--- config.mk ---
export PLATFORM = sky130hd
export DESIGN_NAME = accel_sample_sequencer_flat
export DESIGN_NICKNAME = d
export VERILOG_FILES = /design/src/rtl/accel_sample_sequencer_if.sv /design/src/rtl/accel_sample_sequencer.sv /design/src/flat_wrapper.sv
export SDC_FILE = /design/constraint.sdc
export NUM_CORES = 1
export LEC_CHECK = 0
export ABC_CLOCK_PERIOD_IN_PS = 1800
export BUFFER_PORTS_ARGS = -buffer_cell sky130_fd_sc_hd__clkbuf_2
export CORE_MARGIN = 2
export CORE_UTILIZATION = 45
export CTS_CLUSTER_SIZE = 8
export DETAILED_ROUTE_END_ITERATION = 7
export PLACE_DENSITY = 0.7
export SYNTH_ARGS = -nofsm -noshare
export SYNTH_HDL_FRONTEND = slang
export SYNTH_SLANG_ARGS = --single-unit
--- constraint.sdc ---
create_clock -name clk -period 1.8 [get_ports clk]
set_input_delay 0.36 -clock clk [delete_from_list [all_inputs] [get_ports clk]]
set_output_delay 0.36 -clock clk [all_outputs]
set_load 0.05 [all_outputs]
--- src/rtl/accel_sample_sequencer_if.sv ---
// rtl/accel_sample_sequencer_if.sv - register-read request/ack bus between the sequencer and the SPI read engine
interface accel_sample_sequencer_if;
  logic        rd_req;
  logic [7:0]  rd_addr;
  logic        rd_ack;
  logic [15:0] rd_data;

  modport master (output rd_req, output rd_addr, input rd_ack, input rd_data);
  modport slave  (input rd_req, input rd_addr, output rd_ack, output rd_data);
endinterface

--- src/rtl/accel_sample_sequencer.sv ---
// rtl/accel_sample_sequencer.sv - ticks X/Y register reads and publishes each pair with a registered update strobe
module accel_sample_sequencer #(
  parameter int unsigned SAMPLE_DIV = 250000,
  parameter int unsigned PULSE_LEN  = 4,
  parameter int unsigned TIMEOUT    = 1023,
  parameter logic [7:0]  ADDR_X     = 8'h32,
  parameter logic [7:0]  ADDR_Y     = 8'h34
) (
  input  logic                            clk,
  input  logic                            reset_n,
  input  logic [1:0]                      SW,
  accel_sample_sequencer_if.master        rd,
  output logic [15:0]                     data_x,
  output logic [15:0]                     data_y,
  output logic                            data_update,
  output logic                            busy,
  output logic                            timeout_err
);
  localparam int unsigned TW = (SAMPLE_DIV > 1) ? $clog2(SAMPLE_DIV) : 1;
  localparam int unsigned PW = $clog2(PULSE_LEN + 1);
  localparam int unsigned WW = $clog2(TIMEOUT + 1);

  typedef enum logic [2:0] {IDLE, RD_X, RD_Y, SETUP, PUB_HI, PUB_LO} state_t;

  state_t        state;
  logic [TW-1:0] tick_cnt;
  logic          tick;
  logic          tick_pending;
  logic [1:0]    sw_m, sw_s, sw_q;
  logic [4:0]    refill_cnt;
  logic [15:0]   cap_x;
  logic [WW-1:0] wait_cnt;
  logic [PW-1:0] pulse_cnt;
  logic          pub_done;

  function automatic logic [4:0] depth(input logic [1:0] sw);
    case (sw)
      2'b00:   depth = 5'd1;
      2'b01:   depth = 5'd2;
      2'b10:   depth = 5'd4;
      default: depth = 5'd16;
    endcase
  endfunction

  assign tick     = (tick_cnt == TW'(SAMPLE_DIV - 1));
  assign pub_done = (state == PUB_LO) && (pulse_cnt == PW'(PULSE_LEN - 1));

  always_ff @(posedge clk or negedge reset_n) begin
    if (!reset_n)  tick_cnt <= '0;
    else if (tick) tick_cnt <= '0;
    else           tick_cnt <= tick_cnt + TW'(1);
  end

  // A tick landing on the same edge as the clear keeps the flag set.
  always_ff @(posedge clk or negedge reset_n) begin
    if (!reset_n)      tick_pending <= 1'b0;
    else if (tick)     tick_pending <= 1'b1;
    else if (pub_done) tick_pending <= 1'b0;
  end

  // refill_cnt starts at 16 so a full filter window is refilled out of reset.
  always_ff @(posedge clk or negedge reset_n) begin
    if (!reset_n) begin
      sw_m       <= 2'b00;
      sw_s       <= 2'b00;
      sw_q       <= 2'b00;
      refill_cnt <= 5'd16;
    end else begin
      sw_m <= SW;
      sw_s <= sw_m;
      if (sw_s != sw_q) begin
        sw_q       <= sw_s;
        refill_cnt <= depth(sw_s);
      end else if (pub_done && refill_cnt != 5'd0) begin
        refill_cnt <= refill_cnt - 5'd1;
      end
    end
  end

  always_ff @(posedge clk or negedge reset_n) begin
    if (!reset_n) begin
      state       <= IDLE;
      rd.rd_req   <= 1'b0;
      rd.rd_addr  <= ADDR_X;
      data_x      <= 16'h0000;
      data_y      <= 16'h0000;
      data_update <= 1'b0;
      busy        <= 1'b0;
      timeout_err <= 1'b0;
      cap_x       <= 16'h0000;
      wait_cnt    <= '0;
      pulse_cnt   <= '0;
    end else begin
      timeout_err <= 1'b0;
      case (state)
        IDLE: begin
          if (tick_pending || refill_cnt != 5'd0) begin
            state      <= RD_X;
            rd.rd_req  <= 1'b1;
            rd.rd_addr <= ADDR_X;
            wait_cnt   <= '0;
            busy       <= 1'b1;
          end
        end
        RD_X, RD_Y: begin
          if (rd.rd_ack) begin
            wait_cnt <= '0;
            if (state == RD_X) begin
              cap_x      <= rd.rd_data;
              rd.rd_addr <= ADDR_Y;
              state      <= RD_Y;
            end else begin
              // Both halves land together on SETUP entry, a full cycle ahead of the strobe.
              data_x    <= cap_x;
              data_y    <= rd.rd_data;
              rd.rd_req <= 1'b0;
              state     <= SETUP;
            end
          end else if (wait_cnt == WW'(TIMEOUT - 1)) begin
            rd.rd_req   <= 1'b0;
            timeout_err <= 1'b1;
            busy        <= 1'b0;
            state       <= IDLE;
          end else begin
            wait_cnt <= wait_cnt + WW'(1);
          end
        end
        SETUP: begin
          data_update <= 1'b1;
          pulse_cnt   <= '0;
          state       <= PUB_HI;
        end
        PUB_HI: begin
          if (pulse_cnt == PW'(PULSE_LEN - 1)) begin
            data_update <= 1'b0;
            pulse_cnt   <= '0;
            state       <= PUB_LO;
          end else begin
            pulse_cnt <= pulse_cnt + PW'(1);
          end
        end
        PUB_LO: begin
          if (pub_done) begin
            busy  <= 1'b0;
            state <= IDLE;
          end else begin
            pulse_cnt <= pulse_cnt + PW'(1);
          end
        end
        default: begin
          rd.rd_req   <= 1'b0;
          data_update <= 1'b0;
          busy        <= 1'b0;
          state       <= IDLE;
        end
      endcase
    end
  end
endmodule

--- src/flat_wrapper.sv ---
// flat-port wrapper written by rule: the top's interface ports become plain ports
module accel_sample_sequencer_flat 
#(
  parameter int unsigned SAMPLE_DIV = 250000,
  parameter int unsigned PULSE_LEN  = 4,
  parameter int unsigned TIMEOUT    = 1023,
  parameter logic [7:0]  ADDR_X     = 8'h32,
  parameter logic [7:0]  ADDR_Y     = 8'h34
)
  (clk, reset_n, SW, data_x, data_y, data_update, busy, timeout_err, rd_rd_req, rd_rd_addr, rd_rd_ack, rd_rd_data);
  accel_sample_sequencer_if rd_i ();
  input  logic clk;
  input  logic reset_n;
  input  logic [1:0] SW;
  output logic [15:0] data_x;
  output logic [15:0] data_y;
  output logic data_update;
  output logic busy;
  output logic timeout_err;
  output wire logic [$bits(rd_i.rd_req)-1:0] rd_rd_req;
  output wire logic [$bits(rd_i.rd_addr)-1:0] rd_rd_addr;
  input wire logic [$bits(rd_i.rd_ack)-1:0] rd_rd_ack;
  input wire logic [$bits(rd_i.rd_data)-1:0] rd_rd_data;
  assign rd_rd_req = rd_i.rd_req;
  assign rd_rd_addr = rd_i.rd_addr;
  assign rd_i.rd_ack = rd_rd_ack;
  assign rd_i.rd_data = rd_rd_data;
  accel_sample_sequencer #(.SAMPLE_DIV(SAMPLE_DIV), .PULSE_LEN(PULSE_LEN), .TIMEOUT(TIMEOUT), .ADDR_X(ADDR_X), .ADDR_Y(ADDR_Y)) u_core (.clk(clk), .reset_n(reset_n), .SW(SW), .rd(rd_i), .data_x(data_x), .data_y(data_y), .data_update(data_update), .busy(busy), .timeout_err(timeout_err));
endmodule
* Yosys cells after proc, flatten, opt, wreduce, memory -nomap -nowiden
Cells that the tools add are included.
** Storage, ports and cells
- Register bits after elaboration :: 106
- Input bits :: 21
- Output and inout port bits :: 44
- Logic and storage cells :: 106
** Operators by class
- Add/subtract/negate cells :: 4
- Equal/unequal tests :: 22
- Multiplexer cells :: 36
- Bitwise logic cells :: 4
- Reduce and logical (&&, ||, !) cells :: 23
** Operators with widths (count)
- $mux W10 :: 3
- $mux W8 :: 3
- $mux W3 :: 7
- $pmux W10 S2 :: 1
- $add A18 B1 Y18 const B :: 1
- $eq A18 B18 Y1 const B :: 1
- $mux W18 :: 1
- $pmux W8 S2 :: 1
- $pmux W3 S5 :: 1
- $pmux W5 S3 :: 1
- $mux W1 :: 12
- $reduce_and A4 Y1 :: 3
- $add A10 B1 Y10 const B :: 1
- $eq A10 B10 Y1 const B :: 1
- $mux W5 :: 2
- $ne A2 B1 Y1 const B :: 5
- $eq A3 B2 Y1 const B :: 3
- $pmux W3 S3 :: 1
- $reduce_and A3 Y1 :: 3
- $eq A3 B3 Y1 const B :: 2
- $ne A2 B2 Y1 const B :: 3
- $ne A3 B3 Y1 const B :: 2
- $pmux W1 S3 :: 2
- $reduce_bool A2 Y1 :: 3
- other kinds (20) :: 26

* Depth between registers and ports, before layout
Gate-level depths: netlist of the first run.
- Depth after elaboration :: 5
- Gate-level depth with buffers :: 7
- Gate-level depth less buffers :: 7

* Least setup slack after synthesis of the first run
OpenSTA, ideal clock, no wires.
- Path kind :: register to register
- From :: register u_core.state[1]
- To :: register u_core.cap_x[10]
- Setup time :: 0.125 ns
- Arrival :: 1.574 ns
- Data required time :: 1.675 ns
- Setup slack :: 0.101 ns
- Cell stages (with the launch flop) :: 6
- Buffers on the path :: 2
- Period minus slack after synthesis :: 1.699 ns
- Cell sequence :: dfrtp_1 buf_2 nor2b_1 nor3b_4 buf_6 mux2_2
** On the way
- Word-level cells in the longest chain between the ends :: 3
- Elaborated cells on any way between the ends :: 4
- Those cells by class :: 2 x eq/ne; 2 x reduce/logical
** Ends and longest elaborated chain
- start, declared :: line accel_sample_sequencer.sv:25 : state_t state;
- start signal, assigned :: line accel_sample_sequencer.sv:82 : state <= IDLE;
- start signal, assigned :: line accel_sample_sequencer.sv:98 : state <= RD_X;
- start signal, assigned :: line accel_sample_sequencer.sv:111 : state <= RD_Y;
- $eq A3 B2 Y1 or $eq A3 B1 Y1 (tied branches) :: line accel_sample_sequencer.sv:95, accel_sample_sequencer.sv:108
- $reduce_or A2 Y1 :: line accel_sample_sequencer.sv:95 : case (state)
- $reduce_and A3 Y1 (no line) (*)
- end signal, assigned :: line accel_sample_sequencer.sv:109 : cap_x <= rd.rd_data;
- end, declared :: line accel_sample_sequencer.sv:31 : logic [15:0] cap_x;
Mark *: on every way between the ends. The rest lies on a longest branch, timed or not.
A chain may end at the register's enable or synchronous reset.

* Worst setup path in the final report of the first run
- From :: register u_core.pulse_cnt[0]
- To :: register u_core.refill_cnt[4]
** On the way
- Word-level cells in the longest chain between the ends :: 4
** Ends and longest elaborated chain
- start, declared :: line accel_sample_sequencer.sv:33 : logic [PW-1:0] pulse_cnt;
- start signal, assigned :: line accel_sample_sequencer.sv:139 : pulse_cnt <= pulse_cnt + PW'(1);
- start signal, assigned :: line accel_sample_sequencer.sv:147 : pulse_cnt <= pulse_cnt + PW'(1);
- $eq A3 B2 Y1 :: line accel_sample_sequencer.sv:46 : assign pub_done = (state == PUB_LO) && (pulse_cnt == PW'(PULSE_LEN - 1));
- $logic_and A1 B1 Y1 :: line accel_sample_sequencer.sv:46
- $logic_and A1 B1 Y1 :: line accel_sample_sequencer.sv:74 : end else if (pub_done && refill_cnt != 5'd0) begin
- $reduce_bool A2 Y1 (no line)
- end signal, assigned :: line accel_sample_sequencer.sv:73 : refill_cnt <= depth(sw_s);
- end signal, assigned :: line accel_sample_sequencer.sv:75 : refill_cnt <= refill_cnt - 5'd1;
- end, declared :: line accel_sample_sequencer.sv:30 : logic [4:0] refill_cnt;
Every way passes these cells.

==> results.py, run 1 <==
metrics = {
    "run_status": {
        "outcome": "completed",
    },
    "die": {
        "die_w_um": 105,
        "initial_core_util": 0.466,
        "die_h_um": 105,
        "ios": 65,
        "core.rowCount": 36,
        "core_area_sq_um": 9770,
        "die_area_sq_um": 10900,
    },
    "clocking": {
        "cts_max_level": 3,
        "cts_root_buf": "clkbuf_8",
        "cts_tree": "done",
        "cts.sink_count": 100,
        "path_clk_slew_ns": 0.10,
        "cts_made_buffers": 9,
        "insertion_delay_ns": 0.37,
        "max-clock-path-buffers": 2,
        "post_cts_buffers": 0,
    },
    "worst_setup_path": {
        "start_kind": "flip-flop",
        "startpoint": "u_core.pulse_cnt[0]",
        "timing.rr.end": "u_core.refill_cnt[4]",
        "slowest_stage": "or4b_1",
        "critical_path_required_ns": 2.10,
        "crit_buf_inv": 0,
        "worstPathCellList": "ha_1 > ha_4 > nand4b_1 > or4b_1 > nand3_1 > o21ai_0",
        "r2r_start": "u_core.pulse_cnt[0]",
        "rr_worst_depth": 6,
        "max_stage_delay_ns": 0.55,
        "rrSetupSlack_ns": 0.06,
        "worstSetupPathType": "flip-flop to flip-flop",
        "endpoint_kind": "flip-flop",
        "crit_arrival_ns": 2.04,
        "cp_max_fo": 5,
        "crit_family": "simple AND/OR/NAND/NOR gates",
    },
    "place": {
        "place_ws_ns": 0.0366,
        "globalplace.congestion": 0.871,
        "port_buffers": 58,
        "dpl_cell_area_sq_um": 5140,
        "hpwl_mm": 6.37,
        "placedCellCount": 582,
    },
    "sta": {
        "rsz0062_at_grt": "true",
        "hold_viol_final": 0,
        "clock.fmax_mhz": 574,
        "maxSlewViolCount": 0,
        "period_share": 0.969,
        "worst_pin_slew_ns": 0.507,
        "finClkSkew_ns": 0.0115,
        "maxSlewHeadroom": 0.662,
        "worst_slack_ns": 0.0564,
        "setup_viol": 0,
        "fin_crit_ns": 1.74,
        "hold_ws_ns": 0.0898,
    },
    "worst_hold_path": {
        "hp-start": "SW[1]",
        "holdPathStages": 1,
        "min_to": "u_core.sw_m[1]",
        "hold_class": "primary input to flip-flop",
    },
    "synth": {
        "ys.flop_type": "dfrtp_1",
        "ys_ff_latch": 100,
        "synth_top_area_share": 0.539,
        "yosys_warnings": 0,
        "syn_area_sq_um": 4550,
        "synth_edf_count": 0,
        "synth_top_cells_by_count": "dfrtp_1, mux2_2, nor2_1",
        "synth_area_leaders": "dfrtp_1, mux2_2, nor2_1, xnor2_1, ha_1",
        "synth_top_area_cell": "dfrtp_1",
        "yosysMostFrequentCell": "dfrtp_1",
        "syn_avg_cell_area_sq_um": 11.9,
        "netlist_instances": 383,
        "yosysUniqueCellTypes": 60,
        "yosysSeqAreaShare": 0.550,
        "async_flop_share": 1.00,
    },
    "power": {
        "switchingPower_mw": 3.99,
        "comb_power_share": 0.451,
        "clkPwrFrac": 0.177,
        "power_leakage_nw": 2.44,
        "seq_power_share": 0.372,
        "ir_worst_vdd_v": 0.000735,
        "pwr_density_cell_nw_per_um2": 1690,
        "switching_share": 0.435,
        "power_mw": 9.18,
        "p_int_mw": 5.18,
    },
    "finish": {
        "fin_area_sq_um": 5430,
        "nNetsFinal": 489,
        "antennaDiodeCount": 0,
        "final_layout_size_suffix_gt1_frac": 0.352,
        "area_delta_synth_final_pct": 19.2,
        "fin_cells": 599,
    },
    "drt": {
        "drc": 0,
        "drtAntennaViolNets": 0,
        "drtIter0Drc": 188,
        "first_pass_iters": 4,
        "drt_wl_total_mm": 9.01,
        "routedWlPerCell_um": 15.0,
        "viasPerCell": 5.33,
        "num_vias": 3192,
    },
    "global_route": {
        "grt_pass1_vias": 3263,
        "antenna_found_initial": 0,
        "grt_overflow": 0,
        "grt_max_degree": 37,
        "grt_use_total": 0.175,
        "grt_pass1_wl_mm": 15.5,
    },
    "job": {
        "drv_cap": 0,
    },
}
layer usage:
| metal | track usage | vias up | wire (um) | share of wire |
|---|---|---|---|---|
| li1 | - | 1507 | - | - |
| met1 | 0.222 | 1594 | 3900 | 0.43 |
| met2 | 0.287 | 73 | 4590 | 0.51 |
| met3 | 0.0512 | 18 | 350 | 0.039 |
| met4 | 0.0610 | 0 | 168 | 0.019 |
| met5 | 0 | - | 0 | 0 |
logic make-up (layout without fill, tap and decap cells):
| logic type | Yosys count | count (layout) | share of synthesized area |
|---|---|---|---|
| compound gates | 57 | 57 | 0.0871 |
| other cells | 2 | 6 | 0.00165 |
| buf+inv | 39 | 118 | 0.0434 |
| fa+ha+maj | 7 | 7 | 0.0192 |
| simple gates | 105 | 105 | 0.129 |
| mux | 55 | 55 | 0.135 |
| xor+xnor | 18 | 18 | 0.0346 |
| flops | 100 | 100 | 0.550 |
power groups by stage:
stage          combinational, mW  clock [mW]  sequential (mW)
6_report                    4.14        1.63             3.41
5_1_grt                     4.42        1.77             3.51
4_1_cts                     4.08        1.67             3.41
3_5_place_dp                4.05           0             3.46
3_3_place_gp                3.97           0             3.41
2_1_floorplan               1.65           0             4.80
registers in the layout, indices dropped and copies added (netlist names):
signal               cells
u_core.sw_m              2
u_core.data_update       1
u_core.timeout_err       1
u_core.wait_cnt         10
u_core.cap_x            16
u_core.sw_q              2
u_core.tick_pending      1
u_core.data_y           16
u_core.sw_s              2
u_core.data_x           16
u_core.pulse_cnt         3
u_core.rd.rd_addr        2
u_core.busy              1
u_core.rd.rd_req         1
u_core.state             3
u_core.refill_cnt        5
u_core.tick_cnt         18
worst max-delay path by stage:
stage                     cells past startpoint  slack [ns]              endpoint
after floorplan                               5        0.10      u_core.cap_x[10]
after global placement                        6        0.10    u_core.wait_cnt[9]
after CTS                                     6        0.03       u_core.state[0]
final                                         6        0.06  u_core.refill_cnt[4]
after detailed placement                      6        0.04    u_core.wait_cnt[4]
after global routing                          6       -0.05  u_core.refill_cnt[4]
final cells by class:
type | instances | area [sq um]
Fill cell | 842 | 4350
Sequential cell | 100 | 2500
Multi-Input combinational cell | 248 | 1920
Timing Repair Buffer | 83 | 537
Tap cell | 133 | 166
Clock buffer | 9 | 124
Clock inverter | 7 | 106
Inverter | 19 | 71.3
cell usage in the layout (no fill, tap or decap), types with 6 or more instances in the layout:
cell	n
clkbuf_8	9
mux2_2	45
nor2_1	26
xor2_1	6
conb_1	6
clkbuf_2	57
nand2b_1	6
xnor2_1	12
dfrtp_1	98
a21oi_1	11
nand2_1	14
o21ai_0	11
inv_1	17
buf_4	20
nand4_1	9
ha_1	6
nand3_1	12
stage by stage:
step | utilization | TNS, ns
after floorplan | - | 0
after global placement | 0.525 | 0
after CTS | 0.550 | 0
after detailed placement | 0.525 | 0
final | 0.555 | 0
after global routing | 0.555 | -0.0798
what timing repair did:
item	4_1_cts	5_1_grt
gates resized for setup	0	13
hold endpoints to repair	31	0
setup endpoints to repair	0	17
hold buffers	1	0
Note: power is estimated with default switching activity, not from simulation.
==> run 2: changes to the inputs <==
--- a/config.mk
+++ b/config.mk
@@ -10,6 +10,6 @@
 export CORE_MARGIN = 2
-export CORE_UTILIZATION = 45
+export CORE_UTILIZATION = 50
 export CTS_CLUSTER_SIZE = 8
 export DETAILED_ROUTE_END_ITERATION = 7
-export PLACE_DENSITY = 0.7
+export PLACE_DENSITY = 0.76
 export SYNTH_ARGS = -nofsm -noshare
==> constraint.sdc (replaced) <==
create_clock -name clk -period 1.8 [get_ports clk]
set_input_delay 0.09 -clock clk [delete_from_list [all_inputs] [get_ports clk]]
set_output_delay 0.09 -clock clk [all_outputs]
set_load 0.05 [all_outputs]
==> run 2 against run 1 <==
Clock-buffer cell count unchanged. First-iteration DRC count increased by 16%. Global-route usage rose by 2.4 points. Via count up 3.0%. Clock power is 13% lower. Largest power group unchanged. Die area shrank 9.6%. Cell area increased by 2.4%.
==> results.py, run 2 (synthesis gave the netlist of run 1 again) <==
metrics = {
    "worst_hold_path": {
        "hold_class": "primary input to flip-flop",
    },
    "drt": {
        "routedLengthMet1_mm": 4.00,
        "first_pass_iters": 4,
        "met3_length_um": 317,
        "drt_wl_total_mm": 9.47,
        "drtIter0Drc": 218,
        "drc": 0,
        "viasPerCell": 5.54,
        "num_vias": 3288,
        "routed-wl-met2_mm": 4.89,
        "routedWlPerCell_um": 16.0,
        "routed.top_layer": "met4",
        "drtAntennaViolNets": 0,
    },
    "worst_setup_path": {
        "start_kind": "flip-flop",
        "rr_worst_depth": 6,
        "cp_max_fo": 7,
        "critical_path_required_ns": 2.08,
        "startpoint": "u_core.wait_cnt[0]",
        "endpoint": "u_core.wait_cnt[5]",
        "timing.rr.end": "u_core.wait_cnt[5]",
        "crit_arrival_ns": 2.07,
        "endpoint_kind": "flip-flop",
        "r2r_start": "u_core.wait_cnt[0]",
        "rrSetupSlack_ns": 0.009,
        "worstSetupPathType": "flip-flop to flip-flop",
    },
    "sta": {
        "fin_crit_ns": 1.79,
        "period_share": 0.995,
        "clock.fmax_mhz": 558,
        "setup_viol": 0,
        "finClkSkew_ns": 0.0137,
        "maxSlewViolCount": 0,
        "hold_viol_final": 0,
        "rsz0062_at_grt": "true",
    },
    "global_route": {
        "grt_max_degree": 42,
        "grt_use_total": 0.199,
        "grt_pass1_wl_mm": 15.8,
        "grt_overflow": 0,
        "antenna_found_initial": 0,
        "grt_pass1_vias": 3369,
    },
    "die": {
        "die_w_um": 99.4,
        "die_area_sq_um": 9880,
        "die_h_um": 99.4,
        "core_area_sq_um": 8760,
        "ios": 65,
        "initial_core_util": 0.519,
        "core.rowCount": 34,
    },
    "clocking": {
        "cts.sink_count": 100,
        "path_clk_slew_ns": 0.11,
        "cts_tree": "done",
        "cts_max_level": 3,
        "max-clock-path-buffers": 2,
        "insertion_delay_ns": 0.37,
        "cts_made_buffers": 9,
        "cts_root_buf": "clkbuf_8",
    },
    "job": {
        "drv_cap": 0,
    },
    "finish": {
        "antennaDiodeCount": 0,
        "largest_register": "u_core.tick_cnt",
        "area_delta_synth_final_pct": 22.1,
        "fin_cells": 593,
        "final_cell_mix": "dfrtp_1, clkbuf_2, mux2_2",
        "nNetsFinal": 508,
        "final_common_cell": "dfrtp_1",
        "largest_reg_flops": 18,
        "final_layout_size_suffix_gt1_frac": 0.342,
        "fin_area_sq_um": 5560,
        "fillers": 657,
    },
    "place": {
        "dpl_cell_area_sq_um": 5060,
        "port_buffers": 58,
        "hpwl_mm": 6.11,
        "placedCellCount": 553,
        "globalplace.congestion": 0.851,
    },
    "power": {
        "pwr_density_cell_nw_per_um2": 1640,
        "power_leakage_nw": 2.51,
        "ir_worst_vdd_v": 0.00128,
    },
    "run_status": {
        "outcome": "completed",
    },
}
[run 2: area by class of cell]
class | count | area (sq um) | area share
inverters | 19 | 71.3 | 0.0128
well taps | 108 | 135 | 0.0243
repair buffers | 101 | 704 | 0.127
clock buffers | 9 | 124 | 0.0223
multi-input cells | 249 | 1940 | 0.350
flip-flops and latches | 100 | 2500 | 0.451
clock inverters | 7 | 73.8 | 0.0133
[run 2: worst min path at each step]
| stage | start | end | slack (ns) | cells past startpoint |
|---|---|---|---|---|
| 6_report | rd_rd_ack | u_core.rd.rd_addr[1] | 0.09 | 4 |
| 5_1_grt | rd_rd_ack | u_core.rd.rd_addr[1] | 0.10 | 4 |
| 4_1_cts | rd_rd_ack | u_core.rd.rd_addr[1] | 0.08 | 4 |
| 3_5_place_dp | reset_n | u_core.data_x[2] | 0.006 | 1 |
| 3_3_place_gp | reset_n | u_core.data_x[2] | 0.002 | 1 |
| 2_1_floorplan | reset_n | u_core.busy | -0.21 | 0 |
[run 2: power by group]
part / total, mW / internal [mW] / switching [mW]
clock: 1.42 / 0.552 / 0.869
combinational: 4.26 / 1.48 / 2.78
sequential: 3.42 / 2.97 / 0.449
[run 2: worst max-delay path: stages, from the launching register on]
cell	delay (ns)
dfrtp_1	0.45
inv_2	0.10
ha_4	0.12
nand4_1	0.09
or3_4	0.47
o211a_4	0.30
o221ai_2	0.18
[run 2: stage by stage]
step	worst slack [ns]	TNS (ns)	power (mW)	hold WS (ns)	util
after floorplan	0.101	0	6.45	-0.206	-
after global placement	0.0453	0	7.35	0.00181	0.578
after detailed placement	0.00385	0	7.48	0.00554	0.578
after CTS	0.0189	0	8.93	0.0813	0.622
after global routing	-0.152	-0.513	9.61	0.104	0.634
final	0.00910	0	9.10	0.0908	0.634
[run 2: per-layer routing]
| metal | GRT usage | vias up |
|---|---|---|
| met3 | 0.0401 | 24 |
| li1 | - | 1552 |
| met2 | 0.333 | 77 |
| met4 | 0.0695 | 0 |
| met5 | 0 | - |
| met1 | 0.260 | 1635 |
[run 2: repair_timing]
action                     4_1_cts  5_1_grt
setup buffers                    0        4
pin swaps                        0        8
hold buffers                    19        0
resized for setup                1       14
setup endpoints to repair        7       26
gates cloned                     0        1
hold endpoints to repair       132        0
==> run 3: changes to the inputs <==
- BUFFER_PORTS_ARGS: -buffer_cell sky130_fd_sc_hd__clkbuf_2 -> -buffer_cell sky130_fd_sc_hd__buf_4
==> run 3 against run 2 <==
Critical path depth increased by 1. Non-clock buffer count decreased by 3. First-iteration DRC count decreased by 37%. Sequential power about the same. Maximum frequency increased by 1.1%. Cell count decreased by 0.51%. Via count decreased by 2.1%. Sequential cell count unchanged.
==> results.py, run 3 (synthesis gave the netlist of run 1 again) <==
metrics = {
    "die": {
        "die_w_um": 99.4,
        "die_h_um": 99.4,
        "initial_core_util": 0.519,
        "core.rowCount": 34,
        "ios": 65,
        "core_area_sq_um": 8760,
        "die_area_sq_um": 9880,
    },
    "power": {
        "seq_power_share": 0.364,
        "switching_share": 0.438,
        "ir_worst_vdd_v": 0.00124,
        "clkPwrFrac": 0.156,
        "switchingPower_mw": 4.12,
        "comb_power_share": 0.480,
        "pwr_density_cell_nw_per_um2": 1640,
        "power_leakage_nw": 2.54,
        "p_int_mw": 5.28,
    },
    "finish": {
        "largest_register": "u_core.tick_cnt",
        "antennaDiodeCount": 0,
        "fin_util": 0.652,
        "area_delta_synth_final_pct": 25.6,
        "largest_reg_flops": 18,
        "final_layout_size_suffix_gt1_frac": 0.349,
        "final_common_cell": "dfrtp_1",
        "nNetsFinal": 505,
        "final_cell_mix": "dfrtp_1, buf_4, mux2_2",
    },
    "clocking": {
        "cts_max_level": 3,
        "cts_made_buffers": 9,
        "max-clock-path-buffers": 2,
        "cts.sink_count": 100,
        "cts_root_buf": "clkbuf_8",
        "path_clk_slew_ns": 0.11,
        "insertion_delay_ns": 0.38,
        "cts_tree": "done",
    },
    "sta": {
        "maxSlewViolCount": 0,
        "clock.fmax_mhz": 565,
        "worst_pin_slew_ns": 0.519,
        "hold_ws_ns": 0.307,
        "finClkSkew_ns": 0.0151,
        "fin_crit_ns": 1.77,
        "rsz0062_at_grt": "true",
        "period_share": 0.984,
        "setup_viol": 0,
        "maxSlewHeadroom": 0.654,
        "hold_viol_final": 0,
    },
    "drt": {
        "num_vias": 3218,
        "viasPerCell": 5.45,
        "routed.top_layer": "met4",
        "routedLengthMet1_mm": 3.95,
        "drtAntennaViolNets": 0,
        "drt_wl_total_mm": 9.23,
        "first_pass_iters": 4,
        "met3_length_um": 317,
        "drtIter0Drc": 137,
        "routedWlPerCell_um": 15.6,
        "routed-wl-met2_mm": 4.77,
        "drc": 0,
    },
    "worst_setup_path": {
        "endpoint": "u_core.refill_cnt[0]",
        "startpoint": "u_core.pulse_cnt[1]",
        "worstSetupPathType": "flip-flop to flip-flop",
        "start_kind": "flip-flop",
        "rr_worst_depth": 7,
        "endpoint_kind": "flip-flop",
        "rrSetupSlack_ns": 0.03,
        "crit_arrival_ns": 2.04,
        "timing.rr.end": "u_core.refill_cnt[0]",
        "r2r_start": "u_core.pulse_cnt[1]",
        "cp_max_fo": 5,
        "critical_path_required_ns": 2.06,
    },
    "run_status": {
        "outcome": "completed",
    },
    "place": {
        "globalplace.congestion": 0.885,
        "hpwl_mm": 5.94,
        "port_buffers": 58,
    },
    "global_route": {
        "antenna_found_initial": 0,
        "grt_max_degree": 101,
        "grt_pass1_wl_mm": 15.3,
        "grt_use_total": 0.193,
        "grt_overflow": 0,
        "grt_pass1_vias": 3233,
    },
    "worst_hold_path": {
        "hold_class": "primary input to asynchronous set/reset pin",
    },
    "job": {
        "drv_cap": 0,
    },
}
[run 3: cell types whose count changed in the layout (fill, tap and decap cells not counted), sizes merged]
| cell | delta |
|---|---|
| clkbuf | -57 |
| clkinv | +2 |
| buf | +53 |
| inv | -2 |
| dlygate4sd3 | +1 |
[run 3: worst max-delay path, stage by stage, from the launching register on]
cell and delay [ns]:
dfrtp_1 0.38, ha_2 0.22, ha_4 0.14, nand4b_1 0.23
nor2_2 0.24, buf_4 0.14, xnor2_1 0.05, mux2_2 0.26
[run 3: how the worst min path moves through the flow]
stage | startpoint | endpoint | slack (ns) | cells past startpoint
2_1_floorplan | reset_n | u_core.busy | -0.21 | 0
3_3_place_gp | reset_n | u_core.data_x[2] | 0.19 | 2
3_5_place_dp | reset_n | u_core.wait_cnt[3] | 0.19 | 2
4_1_cts | reset_n | u_core.cap_x[12] | 0.33 | 3
5_1_grt | reset_n | u_core.cap_x[4] | 0.35 | 3
6_report | reset_n | u_core.data_y[2] | 0.31 | 3
[run 3: layout make-up]
type	count	area (sq um)
fillers	657	3050
flip-flops and latches	100	2510
inverters	19	71.3
clock buffers	9	124
clock inverters	7	91.3
repair buffers	98	823
multi-input cells	249	1970
well taps	108	135
[run 3: metrics by stage]
stage	instance area [sq um]	power, mW	instances	setup slack, ns	TNS (ns)
floorplan	4570	6.45	387	0.101	0
global placement	5200	7.65	552	0.0901	0
detailed placement	5200	7.77	552	0.0251	0
CTS	5610	9.27	588	0.0104	0
global route	5720	9.92	590	-0.0538	-0.0738
finish	5720	9.40	590	0.0285	0
[run 3: repair_timing]
item                                    in CTS  in global routing
resized for setup                            0                 23
hold endpoints to repair                   133                  0
hold buffers                                20                  0
setup buffers                                0                  1
endpoints found under the setup margin       0                 41
[run 3: layer usage]
layer,track usage,up-vias
met1,0.245,1589
met4,0.0706,0
met5,0,-
li1,-,1540
met2,0.324,72
met3,0.0464,17
[run 3: power groups by stage]
stage,registers [mW],clock network (mW),logic [mW]
floorplan,4.80,0,1.65
global placement,3.41,0,4.24
detailed placement,3.45,0,4.32
CTS,3.40,1.50,4.37
global route,3.53,1.60,4.79
finish,3.42,1.47,4.51
